`config.mk`:
```
export PLATFORM = sky130hd
export DESIGN_NAME = addsub_serial_flat
export DESIGN_NICKNAME = d
export VERILOG_FILES = /design/src/rtl/addsub_pkg.sv /design/src/rtl/addsub_serial_if.sv /design/src/rtl/addsub_digit.sv /design/src/rtl/addsub_serial.sv /design/src/flat_wrapper.sv
export SDC_FILE = /design/constraint.sdc
export NUM_CORES = 1
export LEC_CHECK = 0
export BUFFER_PORTS_ARGS = -buffer_cell sky130_fd_sc_hd__buf_2
export CAP_MARGIN = 20
export CORE_ASPECT_RATIO = 0.7
export CORE_MARGIN = 2
export CORE_UTILIZATION = 59
export CTS_BUF_LIST = sky130_fd_sc_hd__clkbuf_16
export CTS_CLUSTER_DIAMETER = 50
export DETAILED_ROUTE_END_ITERATION = 10
export GPL_TIMING_DRIVEN = 0
export PLACE_DENSITY = 0.84
export SLEW_MARGIN = 20
export SYNTH_ARGS = -nofsm -noshare
export SYNTH_HDL_FRONTEND = slang
export SYNTH_HIERARCHICAL = 1
export SYNTH_SLANG_ARGS = --single-unit
```
`constraint.sdc`:
```
create_clock -name clk -period 5.79 [get_ports clk]
set_input_delay 0.8685 -clock clk [delete_from_list [all_inputs] [get_ports clk]]
set_output_delay 0.8685 -clock clk [all_outputs]
set_load 0.02 [all_outputs]
```
`src/rtl/addsub_pkg.sv`:
```
// Shared types and sizing helpers for the digit-serial adder-subtractor.
package addsub_pkg;

    typedef enum logic [1:0] {
        IDLE = 2'd0,
        RUN  = 2'd1,
        DONE = 2'd2
    } state_t;

    function automatic int unsigned num_digits(input int unsigned width, input int unsigned digit);
        return width / digit;
    endfunction

    // Counter must hold 0..n-1 and never collapse to zero width.
    function automatic int unsigned cnt_width(input int unsigned n);
        return (n <= 1) ? 1 : $clog2(n);
    endfunction

endpackage

```
`src/rtl/addsub_serial_if.sv`:
```
// Operand/result handshake bundle for addsub_serial.
interface addsub_serial_if #(
    parameter int unsigned WIDTH = 16
);
    logic             in_valid;
    logic             in_ready;
    logic [WIDTH-1:0] A_in;
    logic [WIDTH-1:0] B_in;
    logic             sub;
    logic             out_valid;
    logic             out_ready;
    logic [WIDTH-1:0] S_out;
    logic             overflow;
    logic             neg;
    logic             zero;
    logic             carry;

    modport master (
        output in_valid, A_in, B_in, sub, out_ready,
        input  in_ready, out_valid, S_out, overflow, neg, zero, carry
    );

    modport slave (
        input  in_valid, A_in, B_in, sub, out_ready,
        output in_ready, out_valid, S_out, overflow, neg, zero, carry
    );
endinterface

```
`src/rtl/addsub_digit.sv`:
```
// Combinational DIGIT-bit ripple-carry adder slice.
module addsub_digit #(
    parameter int unsigned DIGIT = 4
) (
    input  logic [DIGIT-1:0] a,
    input  logic [DIGIT-1:0] b,
    input  logic             cin,
    output logic [DIGIT-1:0] s,
    output logic             cout
);
    logic [DIGIT:0] c;

    always_comb begin
        s    = '0;
        c    = '0;
        c[0] = cin;
        for (int i = 0; i < int'(DIGIT); i++) begin
            s[i]   = a[i] ^ b[i] ^ c[i];
            c[i+1] = (a[i] & b[i]) | (c[i] & (a[i] ^ b[i]));
        end
        cout = c[DIGIT];
    end
endmodule

```
`src/rtl/addsub_serial.sv`:
```
// Digit-serial two's-complement adder-subtractor with valid/ready on both sides.
// Optional result saturation on signed overflow: define ADDSUB_SAT_EN.
module addsub_serial
    import addsub_pkg::*;
#(
    parameter int unsigned WIDTH = 16,
    parameter int unsigned DIGIT = 4
) (
    input logic            clk,
    input logic            rst,
    addsub_serial_if.slave bus
);
    localparam int unsigned N   = num_digits(WIDTH, DIGIT);
    localparam int unsigned CW  = cnt_width(N);
    localparam int unsigned MSB = WIDTH - 1;

    generate
        if (WIDTH < 2 || DIGIT < 1 || (WIDTH % DIGIT) != 0) begin : g_bad_params
            $error("addsub_serial: WIDTH must be >= 2 and a multiple of DIGIT >= 1");
        end
    endgenerate

    state_t state_q, state_d;

    logic [WIDTH-1:0] a_q, b_q, res_q;
    logic             c_q;
    logic [CW-1:0]    cnt_q;
    logic             a_msb_q, b_msb_q;

    logic [WIDTH-1:0] beff_c;
    logic [DIGIT-1:0] s_dig_c;
    logic             cout_c;
    logic             last_c;
    logic [WIDTH+DIGIT-1:0] cat_c;
    logic [WIDTH-1:0] res_next_c;
    logic             ov_c;
    logic [WIDTH-1:0] s_fin_c;

    assign beff_c = bus.sub ? ~bus.B_in : bus.B_in;
    assign last_c = (cnt_q == CW'(N - 1));

    addsub_digit #(.DIGIT(DIGIT)) u_digit (
        .a    (a_q[DIGIT-1:0]),
        .b    (b_q[DIGIT-1:0]),
        .cin  (c_q),
        .s    (s_dig_c),
        .cout (cout_c)
    );

    // New digit enters at the top; after N digits the result is right-aligned.
    assign cat_c      = {s_dig_c, res_q};
    assign res_next_c = cat_c[WIDTH+DIGIT-1:DIGIT];
    assign ov_c       = (a_msb_q == b_msb_q) && (s_dig_c[DIGIT-1] != a_msb_q);

`ifdef ADDSUB_SAT_EN
    localparam logic [WIDTH-1:0] SAT_MAX = {1'b0, {(WIDTH-1){1'b1}}};
    localparam logic [WIDTH-1:0] SAT_MIN = {1'b1, {(WIDTH-1){1'b0}}};
    assign s_fin_c = ov_c ? (a_msb_q ? SAT_MIN : SAT_MAX) : res_next_c;
`else
    assign s_fin_c = res_next_c;
`endif

    // State register.
    always_ff @(posedge clk) begin
        if (rst) state_q <= IDLE;
        else     state_q <= state_d;
    end

    // Next-state logic.
    always_comb begin
        state_d = state_q;
        case (state_q)
            IDLE:    if (bus.in_valid)  state_d = RUN;
            RUN:     if (last_c)        state_d = DONE;
            DONE:    if (bus.out_ready) state_d = IDLE;
            default:                    state_d = IDLE;
        endcase
    end

    // Registered handshake outputs.
    always_ff @(posedge clk) begin
        if (rst) begin
            bus.in_ready  <= 1'b1;
            bus.out_valid <= 1'b0;
        end else begin
            bus.in_ready  <= (state_d == IDLE);
            bus.out_valid <= (state_d == DONE);
        end
    end

    // Operand shift registers, carry, counter and result/flag capture.
    always_ff @(posedge clk) begin
        if (rst) begin
            a_q          <= '0;
            b_q          <= '0;
            res_q        <= '0;
            c_q          <= 1'b0;
            cnt_q        <= '0;
            a_msb_q      <= 1'b0;
            b_msb_q      <= 1'b0;
            bus.S_out    <= '0;
            bus.overflow <= 1'b0;
            bus.neg      <= 1'b0;
            bus.zero     <= 1'b0;
            bus.carry    <= 1'b0;
        end else begin
            case (state_q)
                IDLE: begin
                    if (bus.in_valid) begin
                        a_q     <= bus.A_in;
                        b_q     <= beff_c;
                        c_q     <= bus.sub;
                        cnt_q   <= '0;
                        a_msb_q <= bus.A_in[MSB];
                        b_msb_q <= beff_c[MSB];
                    end
                end
                RUN: begin
                    a_q   <= a_q >> DIGIT;
                    b_q   <= b_q >> DIGIT;
                    c_q   <= cout_c;
                    res_q <= res_next_c;
                    cnt_q <= cnt_q + CW'(1);
                    if (last_c) begin
                        bus.S_out    <= s_fin_c;
                        bus.overflow <= ov_c;
                        bus.neg      <= s_fin_c[MSB];
                        bus.zero     <= (s_fin_c == '0);
                        bus.carry    <= cout_c;
                    end
                end
                default: ;
            endcase
        end
    end
endmodule
```
`src/flat_wrapper.sv`:
```
// flat-port wrapper written by rule: the top's interface ports become plain ports
module addsub_serial_flat import addsub_pkg::*;
#(
    parameter int unsigned WIDTH = 16,
    parameter int unsigned DIGIT = 4
)
  (clk, rst, bus_in_valid, bus_A_in, bus_B_in, bus_sub, bus_out_ready, bus_in_ready, bus_out_valid, bus_S_out, bus_overflow, bus_neg, bus_zero, bus_carry);
  addsub_serial_if #(.WIDTH(WIDTH)) bus_i ();
  input logic clk;
  input logic rst;
  input wire logic [$bits(bus_i.in_valid)-1:0] bus_in_valid;
  input wire logic [$bits(bus_i.A_in)-1:0] bus_A_in;
  input wire logic [$bits(bus_i.B_in)-1:0] bus_B_in;
  input wire logic [$bits(bus_i.sub)-1:0] bus_sub;
  input wire logic [$bits(bus_i.out_ready)-1:0] bus_out_ready;
  output wire logic [$bits(bus_i.in_ready)-1:0] bus_in_ready;
  output wire logic [$bits(bus_i.out_valid)-1:0] bus_out_valid;
  output wire logic [$bits(bus_i.S_out)-1:0] bus_S_out;
  output wire logic [$bits(bus_i.overflow)-1:0] bus_overflow;
  output wire logic [$bits(bus_i.neg)-1:0] bus_neg;
  output wire logic [$bits(bus_i.zero)-1:0] bus_zero;
  output wire logic [$bits(bus_i.carry)-1:0] bus_carry;
  assign bus_i.in_valid = bus_in_valid;
  assign bus_i.A_in = bus_A_in;
  assign bus_i.B_in = bus_B_in;
  assign bus_i.sub = bus_sub;
  assign bus_i.out_ready = bus_out_ready;
  assign bus_in_ready = bus_i.in_ready;
  assign bus_out_valid = bus_i.out_valid;
  assign bus_S_out = bus_i.S_out;
  assign bus_overflow = bus_i.overflow;
  assign bus_neg = bus_i.neg;
  assign bus_zero = bus_i.zero;
  assign bus_carry = bus_i.carry;
  addsub_serial #(.WIDTH(WIDTH), .DIGIT(DIGIT)) u_core (.clk(clk), .rst(rst), .bus(bus_i));
endmodule
```
======== Yosys cells after proc, flatten, opt, wreduce, memory -nomap -nowiden ========
Index checks and enable logic that the tools add are counted.
storage, ports and cells
  register bits ........................... 77
  logic and storage cells ................. 65
cells by class
  add/sub/neg operators ................... 1
  eq/ne operators ......................... 7
  muxes and demuxes ....................... 13
  bitwise gates (word level) .............. 21
  reductions and logical operators ........ 8
operators by type and width
  operator             number
  $pmux 16 s2          2
  $mux 16              3
  $logic_not 16->1     1
  $not 16->16          1
  $and 1x1->1          8
  $mux 2               4
  $xor 1x1->1          8
  $eq 2x2->1 const B   3
  $pmux 2 s3           1
  $reduce_and 2->1     3
  $logic_not 2->1      2
  $or 1x1->1           4
  $pmux 2 s2           1
  $add 2x1->2 const B  1
  $eq 2x1->1 const B   1
  $ne 2x2->1 const B   1
  $pmux 1 s2           1
  $reduce_bool 2->1    1
  $eq 1x1->1           1
  $logic_and 1x1->1    1
  $mux 1               1
  $ne 1x1->1           1

======== Longest topological paths before layout ========
  depth after elaboration ................. 10
  mapped depth ............................ 11

======== Modules after synthesis ========
The synthesis kept the hierarchy.
by module, submodules not included
  module         instances  cells an instance  area an instance (µm²)  sequential area each (µm²)
  addsub_serial  1          363                3064.2                  1441.4
  addsub_digit   1          14                 117.6                   0.0

======== Worst setup path before layout ========
No wires, ideal clock.
  path type ............................... register to register
  start ................................... reg u_core.a_q[0]
  end ..................................... reg u_core.bus.overflow
  arrival time ............................ 2.257 ns
  required time ........................... 5.658 ns
  path slack .............................. 3.401 ns
  stages on the path, launching flop included .. 12
  path buffers ............................ 0
  period minus slack after synthesis ...... 2.389 ns
  cells stage by stage .................... dfxtp_1 > fa_1 > inv_1 > fa_1 > inv_1 > fa_1 > inv_1 > fa_1 > inv_1 > nor2b_1 > a221oi_1 > nor3_1
on the way
  word-level cells in the longest chain between the ends .. 10
  elaborated cells between the ends (all ways) .. 11
  those cells by class .................... 1 x eq/ne; 9 x bitwise; 1 x reduce/logical
ends and longest elaborated chain
  what                    line                    RTL
  from (decl)             addsub_serial.sv:25     logic [WIDTH-1:0] a_q, b_q, res_q;
  from (signal assigned)  addsub_serial.sv:110    a_q <= bus.A_in;
  from (signal assigned)  addsub_serial.sv:119    a_q <= a_q >> DIGIT;
  $xor 1x1->1             addsub_digit.sv:19      c[i+1] = (a[i] & b[i]) | (c[i] & (a[i] ^ b[i]));
  $and 1x1->1             addsub_digit.sv:19
  $or 1x1->1 *            addsub_digit.sv:19
  $and 1x1->1 *           addsub_digit.sv:19
  $or 1x1->1 *            addsub_digit.sv:19
  $and 1x1->1 *           addsub_digit.sv:19
  $or 1x1->1 *            addsub_digit.sv:19
  $xor 1x1->1 *           addsub_digit.sv:18      s[i] = a[i] ^ b[i] ^ c[i];
  net u_core.s_dig_c[3]   addsub_serial.sv:31     logic [DIGIT-1:0] s_dig_c;
  $ne 1x1->1 *            addsub_serial.sv:53     assign ov_c = (a_msb_q == b_msb_q) && (s_dig_c[DIGIT-1] != a_msb_q);
  $logic_and 1x1->1 *     addsub_serial.sv:53
  to (signal assigned)    addsub_serial.sv:126    bus.overflow <= ov_c;
  to (decl)               addsub_serial_if.sv:25  output in_ready, out_valid, S_out, overflow, neg, zero, carry
Mark *: on every way through the listed nets, which the timed path passes. The rest lies on a longest branch.
A chain may end at the register's enable or synchronous reset.

======== Worst setup path in the final report ========
Ends and elaborated chain as after synthesis.

==> flow_summary_export.csv <==
group,metric,value,unit
outcome,outcome,"finished clean",
pwr,irDropWorstVdd,0.250,mV
worst_setup_path,critical_path.slowest_cell,"fa_1",
final_layout,nNetsFinal,487,
global_routing,grt_max_degree,13,
cts,cts_resized,0,
cts,cts-buffers-inserted,9,
min_path,hold_depth,2,
worst_setup_path,cpLargestDelayFamily,"adder cells",
detailed_routing,routed_wl,7.81,mm
detailed_routing,wl_per_cell,15.0,um
timing,finalHoldViolCount,0,
cts,h-tree-depth,3,
synth,yosys_warnings,6,
global_routing,track_usage,0.277,
final_layout,instances_no_fill,522,
cts,clk_latency,0.33,ns
synth,yosys.cell_types.count,33,
min_path,worstHoldStart,"u_core/bus.S_out[5]",
pwr,comb_power_share,0.121,
worst_setup_path,crit_chain,"fa_1, inv_1, fa_1, inv_1, fa_1, inv_1, fa_1, inv_1, nor2b_1, a221oi_1, nor3_1",
timing,drv_slew,0,
detailed_routing,antenna_left,0,
worst_setup_path,r2r_slack,3.13,ns
synth,synth_edf_count,0,
final_layout,area_growth,20.8,%
floorplanning,dieArea,6010,sq um
floorplanning,row_count,22,
synth,syn_area,3180,sq um
global_routing,grt_antenna_before_repair,0,
global_routing,grt_pass1_vias,2727,
worst_setup_path,slowest_delay,0.42,ns
detailed_routing,dr.pass1.iters,6,
worst_setup_path,arrival,2.85,ns
cts,cts-root-buf,"clkbuf_16",
final_layout,antenna_cells,0,
worst_setup_path,end_kind,"flip-flop",
worst_setup_path,worstPathMaxFanout,5,
timing,finalSetupViolCount,0,
floorplanning,core,5230,sq um
place,post_dp_cell_area,3560,sq um
final_layout,finish.instance_area,3840,sq um
synth,netlist_instances,377,
synth,ys_ff_latch,72,
detailed_routing,drt-initial-drc-count,181,
detailed_routing,viasPerCell,5.69,
synth,syn_area_per_cell,8.44,sq um
worst_setup_path,reg2reg_depth,11,
synth,syn_nets,419,
synth,ys_top_cells_by_area,"dfxtp_1, a21oi_1, nand2_1",
min_path,hold-path-endpoint,"u_core/bus.S_out[5]",
cts,cts.sink_count,72,
cts,clk_path_buf_depth,2,
synth,yosysTopAreaCell,"dfxtp_1",
pwr,seqPwrFrac,0.444,
min_path,worstHoldPathType,"flip-flop to flip-flop",
place,gp_congestion,0.859,
timing,period_minus_slack,2.66,ns
global_routing,overflow,0,
detailed_routing,remaining_drc_errors,0,
timing,worstMarginPinSlew,0.545,ns
pwr,p_sw,304,uW
floorplanning,dieWidth,91.8,um
job,maxCapViolCount,0,
cts,cts_tree,"built",
worst_setup_path,timing.rr.end,"u_core/bus.overflow",
timing,fin_tns_setup,0,ns
worst_setup_path,crit_buf_inv,4,
timing,fmax,0.376,GHz
synth,yosys.area.top_type_share,0.453,
timing,skew,0.00274,ns
synth,ys.flop_type,"dfxtp_1",
worst_setup_path,r2r-start,"u_core/a_q[0]",
cts,holdBufCountCts,0,
cts,post_cts_buffers,0,
cts,clk_pin_slew,0.06,ns
pwr,power_frac_clock,0.436,
pwr,p_int,910,uW
worst_setup_path,critPathKind,"flip-flop to flip-flop",
floorplanning,io_pins,59,
pwr,p_per_area,316,nW/um^2
place,port-buffer-count,57,
worst_setup_path,critPathLaunchType,"flip-flop",
timing,fin_crit_sh,0.459,
synth,yosysSeqAreaShare,0.453,
global_routing,grt_pass1_wl,12.8,mm
synth,synthArstFlopShare,0,
pwr,p_leak,0.00160,uW
place,dp.cells,506,
worst_setup_path,cp_data_required_time,5.98,ns
pwr,power_switching_share,0.250,
floorplanning,dieHeight,65.4,um
place,place_hpwl,5.36,mm
synth,synthTopCellsByCount,"dfxtp_1, nand2_1, a21oi_1",
synth,yosysMostFrequentCell,"dfxtp_1",
final_layout,drive_above_1_share,0.209,
floorplanning,initial_core_util,0.608,
timing,maxSlewHeadroom,0.636,
timing,rsz0062_at_grt,"no",
detailed_routing,vias,2970,
==> power by group through the flow <==
stage | logic, uW | registers (uW) | clock network, uW
2_1_floorplan | 99.2 | 544 | 0
3_3_place_gp | 137 | 547 | 0
3_5_place_dp | 141 | 548 | 0
4_1_cts | 144 | 538 | 536
5_1_grt | 162 | 541 | 555
6_report | 146 | 539 | 529
==> cells in the final DEF (no fill, tap or decap), types with 14 or more instances in the layout <==
cell	count
buf_2	70
nor2_1	25
nand3b_1	14
nand2b_1	16
a22oi_1	19
xor2_1	16
nor3_1	14
nand2_1	62
a21oi_1	49
or3b_1	14
dfxtp_1	72
==> worst reg2reg max path, cell delays in order, from the launching register on <==
cell	delay (ns)
dfxtp_1	0.35
fa_1	0.42
inv_1	0.07
fa_1	0.16
inv_1	0.05
fa_1	0.37
inv_1	0.08
fa_1	0.40
inv_1	0.17
nor2b_1	0.07
a221oi_1	0.29
nor3_1	0.08
==> kinds of logic (layout without fill, tap and decap cells) <==
logic type               count (synthesis)  count (layout)  share of synthesized area
XOR/XNOR                                16              16                     0.0440
AO/OA/AOI/OAI                           85              85                      0.154
flip-flops                              72              72                      0.453
multiplexers                             1               1                    0.00315
buffers and inverters                   42             115                     0.0653
adder cells (fa/ha/maj)                  5               5                     0.0291
AND/OR/NAND/NOR                        156             156                      0.251
==> metal layers <==
layer | global-route usage | share of wire
met1 | 0.377 | 0.44
met4 | 0.112 | 0.018
met5 | 0 | 0
met3 | 0.0791 | 0.090
met2 | 0.419 | 0.45
==> sequential cells by signal, indices dropped and copies added (netlist names) <==
signal	cells
u_core/b_msb_q	1
u_core/a_q	16
u_core/bus.S_out	16
u_core/bus.in_ready	1
u_core/c_q	1
u_core/bus.zero	1
u_core/state_q	2
u_core/bus.out_valid	1
u_core/a_msb_q	1
u_core/bus.carry	1
u_core/b_q	16
u_core/res_q	12
u_core/cnt_q	2
u_core/bus.overflow	1
==> worst max-delay path by stage <==
stage,start,to,slack (ns),depth (start not counted)
floorplan,u_core/a_q[0],u_core/bus.overflow,3.40,11
global placement,u_core/a_q[0],u_core/bus.overflow,3.22,11
detailed placement,u_core/a_q[0],u_core/bus.overflow,3.19,11
CTS,u_core/a_q[0],u_core/bus.overflow,3.14,11
global route,u_core/a_q[0],u_core/bus.overflow,2.97,11
finish,u_core/a_q[0],u_core/bus.overflow,3.13,11
==> area by class of cell <==
class                      instances  area [sq um]
fill                             401          1390
sequential                        72          1440
buffer                            31           166
timing repair buffer              57           285
tap                               72          90.1
clock inverter                     7          62.6
clock buffer                       9           225
multi-input combinational        263          1530
inverter                          11          41.3
==> through the flow <==
step	power, uW	hold WS [ns]	utilization	worst slack, ns
finish	1210	0.456	0.735	3.13
global route	1260	0.470	0.735	2.97
detailed placement	689	0.446	0.680	3.19
floorplan	643	0.431	-	3.40
global placement	684	0.440	0.680	3.22
CTS	1220	0.454	0.735	3.14
(Power assumes the default switching activity.)
